### src/rtl/hop_pkg.sv
// ---------------------------------------------------------------------------
// hop_pkg
// Shared types and helpers for the hopping-sprite position controller.
//   state_t      : controller state (IDLE / HOP / DEAD / OVER)
//   dir_t        : hop direction (UP / DOWN / LEFT / RIGHT)
//   req_t        : a sampled move request (valid flag + direction)
//   prio_encode  : turns the active-high "pressed" vector into one request,
//                  priority up > down > left > right
//   target_legal : true when a sprite centred on (tx,ty) lies fully on screen
// ---------------------------------------------------------------------------
package hop_pkg;

  typedef enum logic [1:0] {
    IDLE = 2'd0,
    HOP  = 2'd1,
    DEAD = 2'd2,
    OVER = 2'd3
  } state_t;

  typedef enum logic [1:0] {
    UP    = 2'd0,
    DOWN  = 2'd1,
    LEFT  = 2'd2,
    RIGHT = 2'd3
  } dir_t;

  typedef struct packed {
    logic valid;
    dir_t dir;
  } req_t;

  // Bit order of pressed: [0]=up, [1]=down, [2]=left, [3]=right.
  function automatic req_t prio_encode(input logic [3:0] pressed);
    req_t r;
    r.valid = |pressed;
    if (pressed[0])      r.dir = UP;
    else if (pressed[1]) r.dir = DOWN;
    else if (pressed[2]) r.dir = LEFT;
    else                 r.dir = RIGHT;
    return r;
  endfunction

  // Works on signed values so a target left of / above the origin is seen as
  // negative rather than wrapping to a large unsigned coordinate.
  function automatic logic target_legal(input logic signed [12:0] tx,
                                        input logic signed [12:0] ty,
                                        input int hw,
                                        input int hh,
                                        input int dw,
                                        input int dh);
    int x;
    int y;
    x = int'(tx);
    y = int'(ty);
    return (x - hw >= 0) && (x + hw <= dw - 1) &&
           (y - hh >= 0) && (y + hh <= dh - 1);
  endfunction

endpackage

### src/rtl/hop_sprite_if.sv
// ---------------------------------------------------------------------------
// hop_sprite_if
// Bundles the controller's frame/button/collision inputs and its sprite-edge
// and status outputs.
//   master : the game logic side (drives i_*, reads o_*)
//   slave  : the hop_sprite controller (reads i_*, drives o_*)
// Inputs : i_ani_stb, i_animate, i_up/down/left/right_btn (active-low),
//          i_dead, i_drift (signed, DRIFT_W bits)
// Outputs: o_x1/o_x2/o_y1/o_y2 (edges), o_hopping, o_dying, o_hop_done,
//          o_blocked, o_lives, o_game_over
// ---------------------------------------------------------------------------
interface hop_sprite_if #(
  parameter int DRIFT_W = 4
);
  logic                      i_ani_stb;
  logic                      i_animate;
  logic                      i_up_btn;
  logic                      i_down_btn;
  logic                      i_left_btn;
  logic                      i_right_btn;
  logic                      i_dead;
  logic signed [DRIFT_W-1:0] i_drift;

  logic [11:0]               o_x1;
  logic [11:0]               o_x2;
  logic [11:0]               o_y1;
  logic [11:0]               o_y2;
  logic                      o_hopping;
  logic                      o_dying;
  logic                      o_hop_done;
  logic                      o_blocked;
  logic [2:0]                o_lives;
  logic                      o_game_over;

  modport master (
    output i_ani_stb, i_animate, i_up_btn, i_down_btn, i_left_btn, i_right_btn,
           i_dead, i_drift,
    input  o_x1, o_x2, o_y1, o_y2, o_hopping, o_dying, o_hop_done, o_blocked,
           o_lives, o_game_over
  );

  modport slave (
    input  i_ani_stb, i_animate, i_up_btn, i_down_btn, i_left_btn, i_right_btn,
           i_dead, i_drift,
    output o_x1, o_x2, o_y1, o_y2, o_hopping, o_dying, o_hop_done, o_blocked,
           o_lives, o_game_over
  );
endinterface

### src/rtl/hop_req_queue.sv
// ---------------------------------------------------------------------------
// hop_req_queue
// One-entry move queue. A push is accepted only while the entry is empty, so
// the first request wins and later ones are dropped. Clear and pop both
// empty the entry and take precedence over a push on the same cycle.
//   i_clk, i_rst_n : clock, asynchronous active-low reset
//   i_clr          : discard the entry (death)
//   i_pop          : entry consumed by the controller
//   i_push         : store i_push_dir if the entry is empty
//   o_valid, o_dir : current entry
// ---------------------------------------------------------------------------
module hop_req_queue
  import hop_pkg::*;
(
  input  logic i_clk,
  input  logic i_rst_n,
  input  logic i_clr,
  input  logic i_pop,
  input  logic i_push,
  input  dir_t i_push_dir,
  output logic o_valid,
  output dir_t o_dir
);

  logic valid_reg, valid_next;
  dir_t dir_reg, dir_next;

  always_comb begin
    valid_next = valid_reg;
    dir_next   = dir_reg;
    if (i_clr || i_pop) begin
      valid_next = 1'b0;
    end else if (i_push && !valid_reg) begin
      valid_next = 1'b1;
      dir_next   = i_push_dir;
    end
  end

  always_ff @(posedge i_clk or negedge i_rst_n) begin
    if (!i_rst_n) begin
      valid_reg <= 1'b0;
      dir_reg   <= UP;
    end else begin
      valid_reg <= valid_next;
      dir_reg   <= dir_next;
    end
  end

  assign o_valid = valid_reg;
  assign o_dir   = dir_reg;

endmodule

### src/rtl/hop_sprite.sv
// ---------------------------------------------------------------------------
// hop_sprite
// Hopping-sprite position controller. Buttons start fixed-distance hops that
// are animated HOP_STEP pixels per tick (tick = i_ani_stb & i_animate). Hops
// that would leave the screen are rejected, one further request can be
// queued during a hop, a signed platform drift is added to x, and a collision
// runs a timed death sequence that costs a life and respawns the sprite.
//   i_clk   : clock
//   i_rst_n : asynchronous active-low reset
//   bus     : hop_sprite_if.slave, inputs/outputs listed in the interface
// Edge outputs are combinational from the centre registers (centre +/- half
// size); o_hop_done / o_blocked are single-cycle registered pulses.
// ---------------------------------------------------------------------------
module hop_sprite
  import hop_pkg::*;
#(
  parameter int H_WIDTH     = 11,
  parameter int H_HEIGHT    = 11,
  parameter int IX          = 320,
  parameter int IY          = 469,
  parameter int D_WIDTH     = 640,
  parameter int D_HEIGHT    = 480,
  parameter int HOP_DIS     = 72,
  parameter int HOP_STEP    = 4,
  parameter int DRIFT_W     = 4,
  parameter int DEAD_FRAMES = 30,
  parameter int LIVES       = 3
) (
  input logic         i_clk,
  input logic         i_rst_n,
  hop_sprite_if.slave bus
);

  localparam int DIST_W = $clog2(HOP_DIS + 1);
  localparam int CNT_W  = $clog2(DEAD_FRAMES + 1);

  localparam logic signed [12:0] HOP_DIS_S = 13'(HOP_DIS);
  localparam logic signed [12:0] STEP_S    = 13'(HOP_STEP);
  localparam logic signed [12:0] X_MIN     = 13'(H_WIDTH);
  localparam logic signed [12:0] X_MAX     = 13'(D_WIDTH - 1 - H_WIDTH);

  state_t             state_reg, state_next;
  logic [11:0]        x_reg, x_next;
  logic [11:0]        y_reg, y_next;
  logic [DIST_W-1:0]  dist_reg, dist_next, dist_inc;
  dir_t               dir_reg, dir_next;
  logic [CNT_W-1:0]   cnt_reg, cnt_next;
  logic [2:0]         lives_reg, lives_next;
  logic               hop_done_reg, hop_done_next;
  logic               blocked_reg, blocked_next;

  logic               tick;
  logic [3:0]         btn_n;
  logic [3:0]         pressed;
  req_t               btn_req;
  req_t               mv_req;
  logic               q_valid;
  dir_t               q_dir;
  logic               q_push, q_pop, q_clr;

  logic signed [12:0] cx, cy, tx, ty, sx, drift_s;
  logic               mv_legal;
  logic [11:0]        x_idle, x_hop, y_hop;

  assign tick = bus.i_ani_stb & bus.i_animate;

  // Buttons are active-low; build an active-high pressed vector.
  assign btn_n = {bus.i_right_btn, bus.i_left_btn, bus.i_down_btn, bus.i_up_btn};

  genvar gi;
  generate
    for (gi = 0; gi < 4; gi++) begin : g_btn
      assign pressed[gi] = ~btn_n[gi];
    end
  endgenerate

  assign btn_req = prio_encode(pressed);

  // A queued move always beats whatever is on the buttons.
  always_comb begin
    mv_req = btn_req;
    if (q_valid) begin
      mv_req.valid = 1'b1;
      mv_req.dir   = q_dir;
    end
  end

  hop_req_queue u_queue (
    .i_clk      (i_clk),
    .i_rst_n    (i_rst_n),
    .i_clr      (q_clr),
    .i_pop      (q_pop),
    .i_push     (q_push),
    .i_push_dir (btn_req.dir),
    .o_valid    (q_valid),
    .o_dir      (q_dir)
  );

  // Signed working copies so bound checks cannot wrap below zero.
  assign cx      = $signed({1'b0, x_reg});
  assign cy      = $signed({1'b0, y_reg});
  assign drift_s = {{(13 - DRIFT_W){bus.i_drift[DRIFT_W-1]}}, bus.i_drift};

  // Hop target for the candidate move, judged against the current centre.
  always_comb begin
    tx = cx;
    ty = cy;
    case (mv_req.dir)
      UP:      ty = cy - HOP_DIS_S;
      DOWN:    ty = cy + HOP_DIS_S;
      LEFT:    tx = cx - HOP_DIS_S;
      RIGHT:   tx = cx + HOP_DIS_S;
      default: ;
    endcase
  end

  assign mv_legal = target_legal(tx, ty, H_WIDTH, H_HEIGHT, D_WIDTH, D_HEIGHT);

  // Horizontal hop step for the latched direction.
  always_comb begin
    sx = '0;
    case (dir_reg)
      LEFT:    sx = -STEP_S;
      RIGHT:   sx = STEP_S;
      default: ;
    endcase
  end

  function automatic logic [11:0] clamp_x(input logic signed [12:0] v);
    logic signed [12:0] c;
    c = v;
    if (v < X_MIN)      c = X_MIN;
    else if (v > X_MAX) c = X_MAX;
    return c[11:0];
  endfunction

  // Drift and hop step land together; the sum is clamped as one.
  assign x_idle = clamp_x(cx + drift_s);
  assign x_hop  = clamp_x(cx + sx + drift_s);
  assign y_hop  = (dir_reg == UP)   ? y_reg - 12'(HOP_STEP) :
                  (dir_reg == DOWN) ? y_reg + 12'(HOP_STEP) : y_reg;

  assign dist_inc = dist_reg + DIST_W'(HOP_STEP);

  always_comb begin
    state_next    = state_reg;
    x_next        = x_reg;
    y_next        = y_reg;
    dist_next     = dist_reg;
    dir_next      = dir_reg;
    cnt_next      = cnt_reg;
    lives_next    = lives_reg;
    hop_done_next = 1'b0;
    blocked_next  = 1'b0;
    q_push        = 1'b0;
    q_pop         = 1'b0;
    q_clr         = 1'b0;

    if (tick) begin
      // A kill outranks everything else on the tick, including the last
      // step of a hop; position is left exactly where it was.
      if ((state_reg == IDLE || state_reg == HOP) && bus.i_dead) begin
        state_next = DEAD;
        cnt_next   = CNT_W'(DEAD_FRAMES);
        q_clr      = 1'b1;
        lives_next = lives_reg - 3'd1;
      end else begin
        case (state_reg)
          IDLE: begin
            x_next = x_idle;
            if (mv_req.valid) begin
              q_pop = 1'b1;
              if (mv_legal) begin
                state_next = HOP;
                dir_next   = mv_req.dir;
                dist_next  = '0;
              end else begin
                blocked_next = 1'b1;
              end
            end
          end
          HOP: begin
            x_next    = x_hop;
            y_next    = y_hop;
            dist_next = dist_inc;
            q_push    = btn_req.valid;
            if (dist_inc == DIST_W'(HOP_DIS)) begin
              state_next    = IDLE;
              hop_done_next = 1'b1;
            end
          end
          DEAD: begin
            cnt_next = cnt_reg - CNT_W'(1);
            // Last frame of the sequence: respawn, then resume or end.
            if (cnt_reg == CNT_W'(1)) begin
              x_next     = 12'(IX);
              y_next     = 12'(IY);
              state_next = (lives_reg != 3'd0) ? IDLE : OVER;
            end
          end
          default: ;
        endcase
      end
    end
  end

  always_ff @(posedge i_clk or negedge i_rst_n) begin
    if (!i_rst_n) begin
      state_reg    <= IDLE;
      x_reg        <= 12'(IX);
      y_reg        <= 12'(IY);
      dist_reg     <= '0;
      dir_reg      <= UP;
      cnt_reg      <= '0;
      lives_reg    <= 3'(LIVES);
      hop_done_reg <= 1'b0;
      blocked_reg  <= 1'b0;
    end else begin
      state_reg    <= state_next;
      x_reg        <= x_next;
      y_reg        <= y_next;
      dist_reg     <= dist_next;
      dir_reg      <= dir_next;
      cnt_reg      <= cnt_next;
      lives_reg    <= lives_next;
      hop_done_reg <= hop_done_next;
      blocked_reg  <= blocked_next;
    end
  end

  assign bus.o_x1        = x_reg - 12'(H_WIDTH);
  assign bus.o_x2        = x_reg + 12'(H_WIDTH);
  assign bus.o_y1        = y_reg - 12'(H_HEIGHT);
  assign bus.o_y2        = y_reg + 12'(H_HEIGHT);
  assign bus.o_hopping   = (state_reg == HOP);
  assign bus.o_dying     = (state_reg == DEAD);
  assign bus.o_hop_done  = hop_done_reg;
  assign bus.o_blocked   = blocked_reg;
  assign bus.o_lives     = lives_reg;
  assign bus.o_game_over = (state_reg == OVER);

endmodule
### src/flat_wrapper.sv
// flat-port wrapper written by rule: the top's interface ports become plain ports
module hop_sprite_flat import hop_pkg::*;
#(
  parameter int H_WIDTH     = 11,
  parameter int H_HEIGHT    = 11,
  parameter int IX          = 320,
  parameter int IY          = 469,
  parameter int D_WIDTH     = 640,
  parameter int D_HEIGHT    = 480,
  parameter int HOP_DIS     = 72,
  parameter int HOP_STEP    = 4,
  parameter int DRIFT_W     = 4,
  parameter int DEAD_FRAMES = 30,
  parameter int LIVES       = 3
)
  (i_clk, i_rst_n, bus_i_ani_stb, bus_i_animate, bus_i_up_btn, bus_i_down_btn, bus_i_left_btn, bus_i_right_btn, bus_i_dead, bus_i_drift, bus_o_x1, bus_o_x2, bus_o_y1, bus_o_y2, bus_o_hopping, bus_o_dying, bus_o_hop_done, bus_o_blocked, bus_o_lives, bus_o_game_over);
  hop_sprite_if #(.DRIFT_W(DRIFT_W)) bus_i ();
  input logic i_clk;
  input logic i_rst_n;
  input wire logic [$bits(bus_i.i_ani_stb)-1:0] bus_i_ani_stb;
  input wire logic [$bits(bus_i.i_animate)-1:0] bus_i_animate;
  input wire logic [$bits(bus_i.i_up_btn)-1:0] bus_i_up_btn;
  input wire logic [$bits(bus_i.i_down_btn)-1:0] bus_i_down_btn;
  input wire logic [$bits(bus_i.i_left_btn)-1:0] bus_i_left_btn;
  input wire logic [$bits(bus_i.i_right_btn)-1:0] bus_i_right_btn;
  input wire logic [$bits(bus_i.i_dead)-1:0] bus_i_dead;
  input wire logic [$bits(bus_i.i_drift)-1:0] bus_i_drift;
  output wire logic [$bits(bus_i.o_x1)-1:0] bus_o_x1;
  output wire logic [$bits(bus_i.o_x2)-1:0] bus_o_x2;
  output wire logic [$bits(bus_i.o_y1)-1:0] bus_o_y1;
  output wire logic [$bits(bus_i.o_y2)-1:0] bus_o_y2;
  output wire logic [$bits(bus_i.o_hopping)-1:0] bus_o_hopping;
  output wire logic [$bits(bus_i.o_dying)-1:0] bus_o_dying;
  output wire logic [$bits(bus_i.o_hop_done)-1:0] bus_o_hop_done;
  output wire logic [$bits(bus_i.o_blocked)-1:0] bus_o_blocked;
  output wire logic [$bits(bus_i.o_lives)-1:0] bus_o_lives;
  output wire logic [$bits(bus_i.o_game_over)-1:0] bus_o_game_over;
  assign bus_i.i_ani_stb = bus_i_ani_stb;
  assign bus_i.i_animate = bus_i_animate;
  assign bus_i.i_up_btn = bus_i_up_btn;
  assign bus_i.i_down_btn = bus_i_down_btn;
  assign bus_i.i_left_btn = bus_i_left_btn;
  assign bus_i.i_right_btn = bus_i_right_btn;
  assign bus_i.i_dead = bus_i_dead;
  assign bus_i.i_drift = bus_i_drift;
  assign bus_o_x1 = bus_i.o_x1;
  assign bus_o_x2 = bus_i.o_x2;
  assign bus_o_y1 = bus_i.o_y1;
  assign bus_o_y2 = bus_i.o_y2;
  assign bus_o_hopping = bus_i.o_hopping;
  assign bus_o_dying = bus_i.o_dying;
  assign bus_o_hop_done = bus_i.o_hop_done;
  assign bus_o_blocked = bus_i.o_blocked;
  assign bus_o_lives = bus_i.o_lives;
  assign bus_o_game_over = bus_i.o_game_over;
  hop_sprite #(.H_WIDTH(H_WIDTH), .H_HEIGHT(H_HEIGHT), .IX(IX), .IY(IY), .D_WIDTH(D_WIDTH), .D_HEIGHT(D_HEIGHT), .HOP_DIS(HOP_DIS), .HOP_STEP(HOP_STEP), .DRIFT_W(DRIFT_W), .DEAD_FRAMES(DEAD_FRAMES), .LIVES(LIVES)) u_core (.i_clk(i_clk), .i_rst_n(i_rst_n), .bus(bus_i));
endmodule
### config.mk
export PLATFORM = sky130hd
export DESIGN_NAME = hop_sprite_flat
export DESIGN_NICKNAME = d
export VERILOG_FILES = /design/src/rtl/hop_pkg.sv /design/src/rtl/hop_sprite_if.sv /design/src/rtl/hop_req_queue.sv /design/src/rtl/hop_sprite.sv /design/src/flat_wrapper.sv
export SDC_FILE = /design/constraint.sdc
export NUM_CORES = 1
export LEC_CHECK = 0
export BUFFER_PORTS_ARGS = -buffer_cell sky130_fd_sc_hd__buf_2
export CORE_MARGIN = 5
export CORE_UTILIZATION = 37
export DETAILED_ROUTE_END_ITERATION = 6
export PLACE_DENSITY = 0.54
export SLEW_MARGIN = 40
export SYNTH_ARGS = -nofsm -noshare
export SYNTH_HDL_FRONTEND = slang
export SYNTH_SLANG_ARGS = --single-unit
### constraint.sdc
create_clock -name i_clk -period 9.4 [get_ports i_clk]
set_clock_uncertainty 0.05 [all_clocks]
set_input_delay 1.88 -clock i_clk [delete_from_list [all_inputs] [get_ports i_clk]]
set_output_delay 1.88 -clock i_clk [all_outputs]
set_load 0.01 [all_outputs]
=== After elaboration in Yosys (flattened, before gate mapping) ===
Cells that the tools add are included.

* Muxes and demuxes: 49
* Eq/ne operators: 19
* Bitwise operators: 7
* Reductions and logical operators: 27
* $add $sub $neg: 20
* Order comparisons: 8

{| class="wikitable"
|+ Operators by type and width
! operator !! count
|-
| $mux W12 || 8
|-
| $pmux W13 S2 || 3
|-
| $ge A32 B1 Y1 const B || 2
|-
| $pmux W12 S3 || 1
|-
| $le A32 B10 Y1 const B || 1
|-
| $le A32 B11 Y1 const B || 1
|-
| $add A13 B5 Y14 const B || 2
|-
| $sub A13 B5 Y14 const B || 2
|-
| $add A12 B7 Y13 const B || 2
|-
| $add A13 B4 Y13 || 2
|-
| $gt A13 B11 Y1 const B || 2
|-
| $lt A13 B5 Y1 const B || 2
|-
| $sub A12 B7 Y13 const B || 2
|-
| $add A12 B4 Y12 const B || 2
|-
| $pmux W12 S2 || 1
|-
| $sub A12 B4 Y12 const B || 2
|-
| $mux W1 || 21
|-
| $mux W2 || 8
|-
| $reduce_and A5 Y1 || 3
|-
| $mux W7 || 2
|-
| $pmux W7 S2 || 1
|-
| $add A13 B13 Y13 || 1
|-
| $add A12 B3 Y12 const B || 1
|-
| $eq A2 B2 Y1 const B || 6
|-
| other kinds (26) || 52
|}

* Input port bits: 13
* Logic and storage cells: 141
* Register bits after elaboration: 48
* Output and inout bits: 56

=== Logic depth before layout (Yosys ltp) ===
* Word-level depth: 16
* Gate-level depth with buffers: 18
* Depth with buffers taken out: 15

=== Cells and area by module ===
A second synthesis with hierarchy kept.

* Cells, all modules: 788
* Area, all modules: 6334.8 um^2

{| class="wikitable"
|+ Modules (own cells, without submodules)
! module !! cells each !! sequential area each (um^2) !! area an instance (um^2) !! times used
|-
| hop_sprite || 780 || 1063.5 || 6204.7 || 1
|-
| hop_req_queue || 8 || 75.1 || 130.1 || 1
|}

=== Worst setup path after synthesis ===
Ideal clock, no wire load.

* Path type: input-to-reg
* From: in bus_i_down_btn
* To: reg u_core.dir_reg[0]
* Library setup time: 0.128 ns
* Required time: 9.222 ns
* Path buffers: 1
* Cell stages on the path: 14
* Setup slack: 3.783 ns
* Data arrival time: 5.440 ns
* Path through: nor2b_1 o31ai_1 nand2_1 fa_1 a211oi_2 o21bai_1 nand2b_1 a311o_1 and2_1 a22o_1 o22ai_1 and4b_1 buf_4 mux2_1

* Word-level cells in the longest chain between the ends: 11
* Elaborated cells between the ends (all ways): 23
* Those cells by class: add/sub (4); order compare (4); eq/ne (3); mux (5); bitwise (1); reduce/logical (6)

{| class="wikitable"
|+ Ends and longest elaborated chain
! element !! line !! RTL
|-
| from (decl) || flat_wrapper.sv:23 || <nowiki>input wire logic [$bits(bus_i.i_down_btn)-1:0] bus_i_down_btn;</nowiki>
|-
| $mux W2 || hop_pkg.sv:37 || <nowiki>else if (pressed[1]) r.dir = DOWN;</nowiki>
|-
| $mux W2 || hop_pkg.sv:36 || <nowiki>if (pressed[0]) r.dir = UP;</nowiki>
|-
| $mux W3 * || hop_sprite.sv:82 || <nowiki>if (q_valid) begin</nowiki>
|-
| $eq A2 B2 Y1 || hop_sprite.sv:108 || <nowiki>case (mv_req.dir)</nowiki>
|-
| $pmux W13 S2 || hop_sprite.sv:108 ||
|-
| $sub A13 B5 Y14 or $add A13 B5 Y14 (tied branches) || hop_pkg.sv:55 || <nowiki>return (x - hw >= 0) && (x + hw <= dw - 1) &&</nowiki>
|-
| $ge A32 B1 Y1 or $le A32 B11 Y1 (tied branches) || hop_pkg.sv:55 ||
|-
| $logic_and A1 B1 Y1 (2 in series) || hop_pkg.sv:55 ||
|-
| $logic_and A1 B1 Y1 || hop_pkg.sv:56 || <nowiki>(y - hh >= 0) && (y + hh <= dh - 1);</nowiki>
|-
| $reduce_and A5 Y1 (no source line) || -- ||
|-
| to (signal assigned) || hop_sprite.sv:223 || <nowiki>dir_reg <= dir_next;</nowiki>
|-
| to (decl) || hop_sprite.sv:46 || <nowiki>dir_t dir_reg, dir_next;</nowiki>
|}

Every way passes the cells marked *; elsewhere a longest branch is shown, timed or not.
A chain may end at the register's enable or synchronous reset.

=== Worst setup path in the final report ===
* From: in bus_i_down_btn
* To: reg u_core.dist_reg[2]

* Word-level cells in the longest chain between the ends: 12
* Elaborated cells between the ends (all ways): 25
* Those cells by class: add/sub (4); order compare (4); eq/ne (5); mux (5); bitwise (1); reduce/logical (6)

{| class="wikitable"
|+ Ends and longest elaborated chain
! element !! line !! RTL
|-
| $mux W2 || hop_pkg.sv:37 ||
|-
| $mux W2 || hop_pkg.sv:36 ||
|-
| $mux W3 * || hop_sprite.sv:82 ||
|-
| $eq A2 B2 Y1 || hop_sprite.sv:108 ||
|-
| $pmux W13 S2 || hop_sprite.sv:108 ||
|-
| $sub A13 B5 Y14 or $add A13 B5 Y14 (tied branches) || hop_pkg.sv:55 ||
|-
| $ge A32 B1 Y1 or $le A32 B11 Y1 (tied branches) || hop_pkg.sv:55 ||
|-
| $logic_and A1 B1 Y1 (2 in series) || hop_pkg.sv:55 ||
|-
| $logic_and A1 B1 Y1 || hop_pkg.sv:56 ||
|-
| $ne A2 B1 Y1 (no source line) || -- ||
|-
| $reduce_and A5 Y1 (no source line) * || -- ||
|-
| to (signal assigned) || hop_sprite.sv:222 || <nowiki>dist_reg <= dist_next;</nowiki>
|-
| to (decl) || hop_sprite.sv:45 || <nowiki>logic [DIST_W-1:0] dist_reg, dist_next, dist_inc;</nowiki>
|}

Marked as above.

==> summary.md <==
| Metric | Value |
|---|---|
| Routability cong. | `0.8516` |
| Kind of critical path | `in2reg` |
| Combinational family with the most area after synthesis | `compound AO/OA/AOI/OAI gates` |
| Initial DRC Count | `339` |
| CTS Sinks | `45` |
| Post-synthesis mux area share | `0.01995` |
| Starting Density | `0.3738` |
| Die width | `141.5 µm` |
| Most frequent cells in the layout | `72 x nand2_1, 68 x buf_2, 63 x ha_1, 59 x nor2_1, 54 x a21oi_1` |
| Worst-Skew Late Latency | `0.30 ns` |
| IO Port Bufs | `68` |
| # rows | `48` |
| Slew Limit Fails | `0` |
| I/O pin count | `69` |
| Final min period | `6.036 ns` |
| Initial antenna violation count | `0` |
| Share of post-route cells with drive strength above 1 | `0.1407` |
| Final Hold Fails | `0` |
| Nets | `937` |
| Worst slew pin tran | `0.7865 ns` |
| Post-CTS setup buffers | `0` |
| Crit Path Max Fanout | `26` |
| EDFF count, synth | `0` |
| H-tree depth | `2` |
| Routed wire length | `17.65 mm` |
| Number of global-route vias before repair | `5770` |
| First-pass GRT wire length | `29.35 mm` |
| Largest register FFs | `12` |
| Compound-cell area share of the yosys netlist | `0.2496` |
| CORE AREA | `17120 µm²` |
| CTS buffer count | `5` |
| All-Layer GR Usage | `0.1762` |
| Congestion Overflow GR | `0` |
| Number of library cell types mapped by synthesis | `85` |
| Seq/Total Area, Yosys | `0.1780` |
| Die Ht | `141.5 µm` |
| CTS Buffer Depth | `2` |
| Drt drc | `0` |
| Avg Inst Size Synth | `7.997 µm²` |
| CP endpoint kind | `flop` |
| Synth Net Count | `892` |
| XOR/XNOR share of the synthesized area | `0.09994` |
| Syn-to-layout area delta | `10.35%` |
| Yosys reg bits | `45` |
| Crit path DAT | `6.17 ns` |
| Cells after Synth | `800` |
| CTS Root Cell | `clkbuf_16` |
| Final setup viols | `0` |
| Hpwl dp | `13.64 mm` |
| RSZ-0062 raised after global routing | `false` |
| Final period util | `0.6422` |
| Vias per inst | `5.535` |
| Status | `finished, final reports clean` |
| Nature of the critical path startpoint | `input port` |
| Drt wl/cell | `16.48 µm` |
| Worst hold path type | `reg2reg` |
| Clk slew on worst S/H paths | `0.07 ns` |
| Die area | `20020 µm²` |
| Post-DRT Antenna Nets | `0` |
| Post-CTS Resized | `0` |
| Routed vias | `5928` |
| CTS Hold Bufs | `0` |
| Worst path required time | `9.54 ns` |
| Synth warnings | `0` |
| Commonest non-fill, non-tap cell in the layout | `nand2_1` |
| Largest net degree at the start of global routing | `46` |
| Netlist Area Pre-Place | `6397 µm²` |
| Maxcap violations | `0` |
| Setup_tns | `0 ns` |
| CTS tree | `yes` |
| Slew HR | `0.4745` |
| Post-synthesis adder-cell area fraction | `0.1733` |
| Simple-gate share of the synthesized area | `0.2251` |
| Most used DFF post-synth | `dfrtp_1` |
| Fraction of registers with async set/reset | `1.000` |
| ANT cells | `0` |
| DR pass1 iterations | `4` |
| F_max | `165.7 MHz` |
[metrics by stage]
stage / hold WS [ns] / instance area [µm²] / setup slack, ns / util / std cells
3_5_place_dp: 0.4228 / 6877 / 3.038 / 0.4018 / 1063
6_report: 0.4338 / 7059 / 3.364 / 0.4124 / 1071
3_3_place_gp: 0.4227 / 6872 / 3.126 / 0.4015 / 1063
2_1_floorplan: 0.3981 / 6397 / 3.783 / - / 800
5_1_grt: 0.4689 / 7059 / 3.017 / 0.4124 / 1071
4_1_cts: 0.4377 / 7052 / 3.362 / 0.4120 / 1071
[synthesized netlist by cell type (all sizes together) (12+ instances only)]
cell / instances / share of area
nor3: 28 / 0.022
ha: 63 / 0.12
dfrtp: 35 / 0.14
nand3: 26 / 0.020
xnor2: 46 / 0.063
inv: 45 / 0.026
a21o: 15 / 0.018
nor2: 59 / 0.035
a21oi: 57 / 0.048
fa: 16 / 0.050
o21a: 12 / 0.015
buf: 15 / 0.017
nand2: 72 / 0.042
o21bai: 12 / 0.014
clkbuf: 19 / 0.011
and3: 15 / 0.015
o21ai: 46 / 0.036
xor2: 27 / 0.037
[cell families (layout without fill, tap and decap cells)]
family,count (synthesis),after routing
muxes,12,12
adders and majority gates,79,79
xor gates and xnor gates,73,73
buffers and inverters,79,125
DFF,45,45
and+or+nand+nor,282,282
AOI/OAI and AO/OA,230,230
[area by class of cell]
type,count,area (µm²)
clock inverters,3,50.05
repair buffers,72,370.4
fillers,1840,10060
flip-flops and latches,45,1139
clock buffers,5,125.1
multi-input cells,676,4925
well taps,225,281.5
inverters,45,168.9
[critical path, stage by stage]
cell       delay (ns)
buf_2            0.12
and3b_4          0.20
a21oi_4          0.60
nand2_1          0.40
ha_1             0.43
o21a_1           0.19
o21ai_0          0.18
o21ba_1          0.23
or4b_1           0.47
a31oi_1          0.15
o32ai_1          0.12
a2111oi_2        0.41
and4b_1          0.40
nor2_1           0.11
mux2_2           0.27
[routing by layer]
layer / track usage / vias to the layer above / wire [µm]
met5: 0 / - / 0
met3: 0.01854 / 10 / 371
met2: 0.2980 / 68 / 8287
li1: - / 2988 / -
met1: 0.2513 / 2862 / 8899
met4: 0.02071 / 0 / 95
[path summary, 6_finish.rpt]
check	start	endpoint	slack (ns)	cells after the start
setup / recovery	bus_i_down_btn	u_core.dist_reg[2]	3.36	15
hold / removal	u_core.u_queue.o_dir[0]	u_core.u_queue.o_dir[0]	0.43	2
setup reg to reg	u_core.u_queue.o_valid	u_core.dist_reg[2]	4.46	14
hold reg to reg	u_core.u_queue.o_dir[0]	u_core.u_queue.o_dir[0]	0.43	2
max in group asynchronous	i_rst_n	u_core.dist_reg[4]	7.28	2
min in group asynchronous	i_rst_n	u_core.y_reg[5]	1.62	2
Power is left out: the tool's default activity adds up to more than one toggle a clock period on the data nets, which glitch-free logic cannot reach.
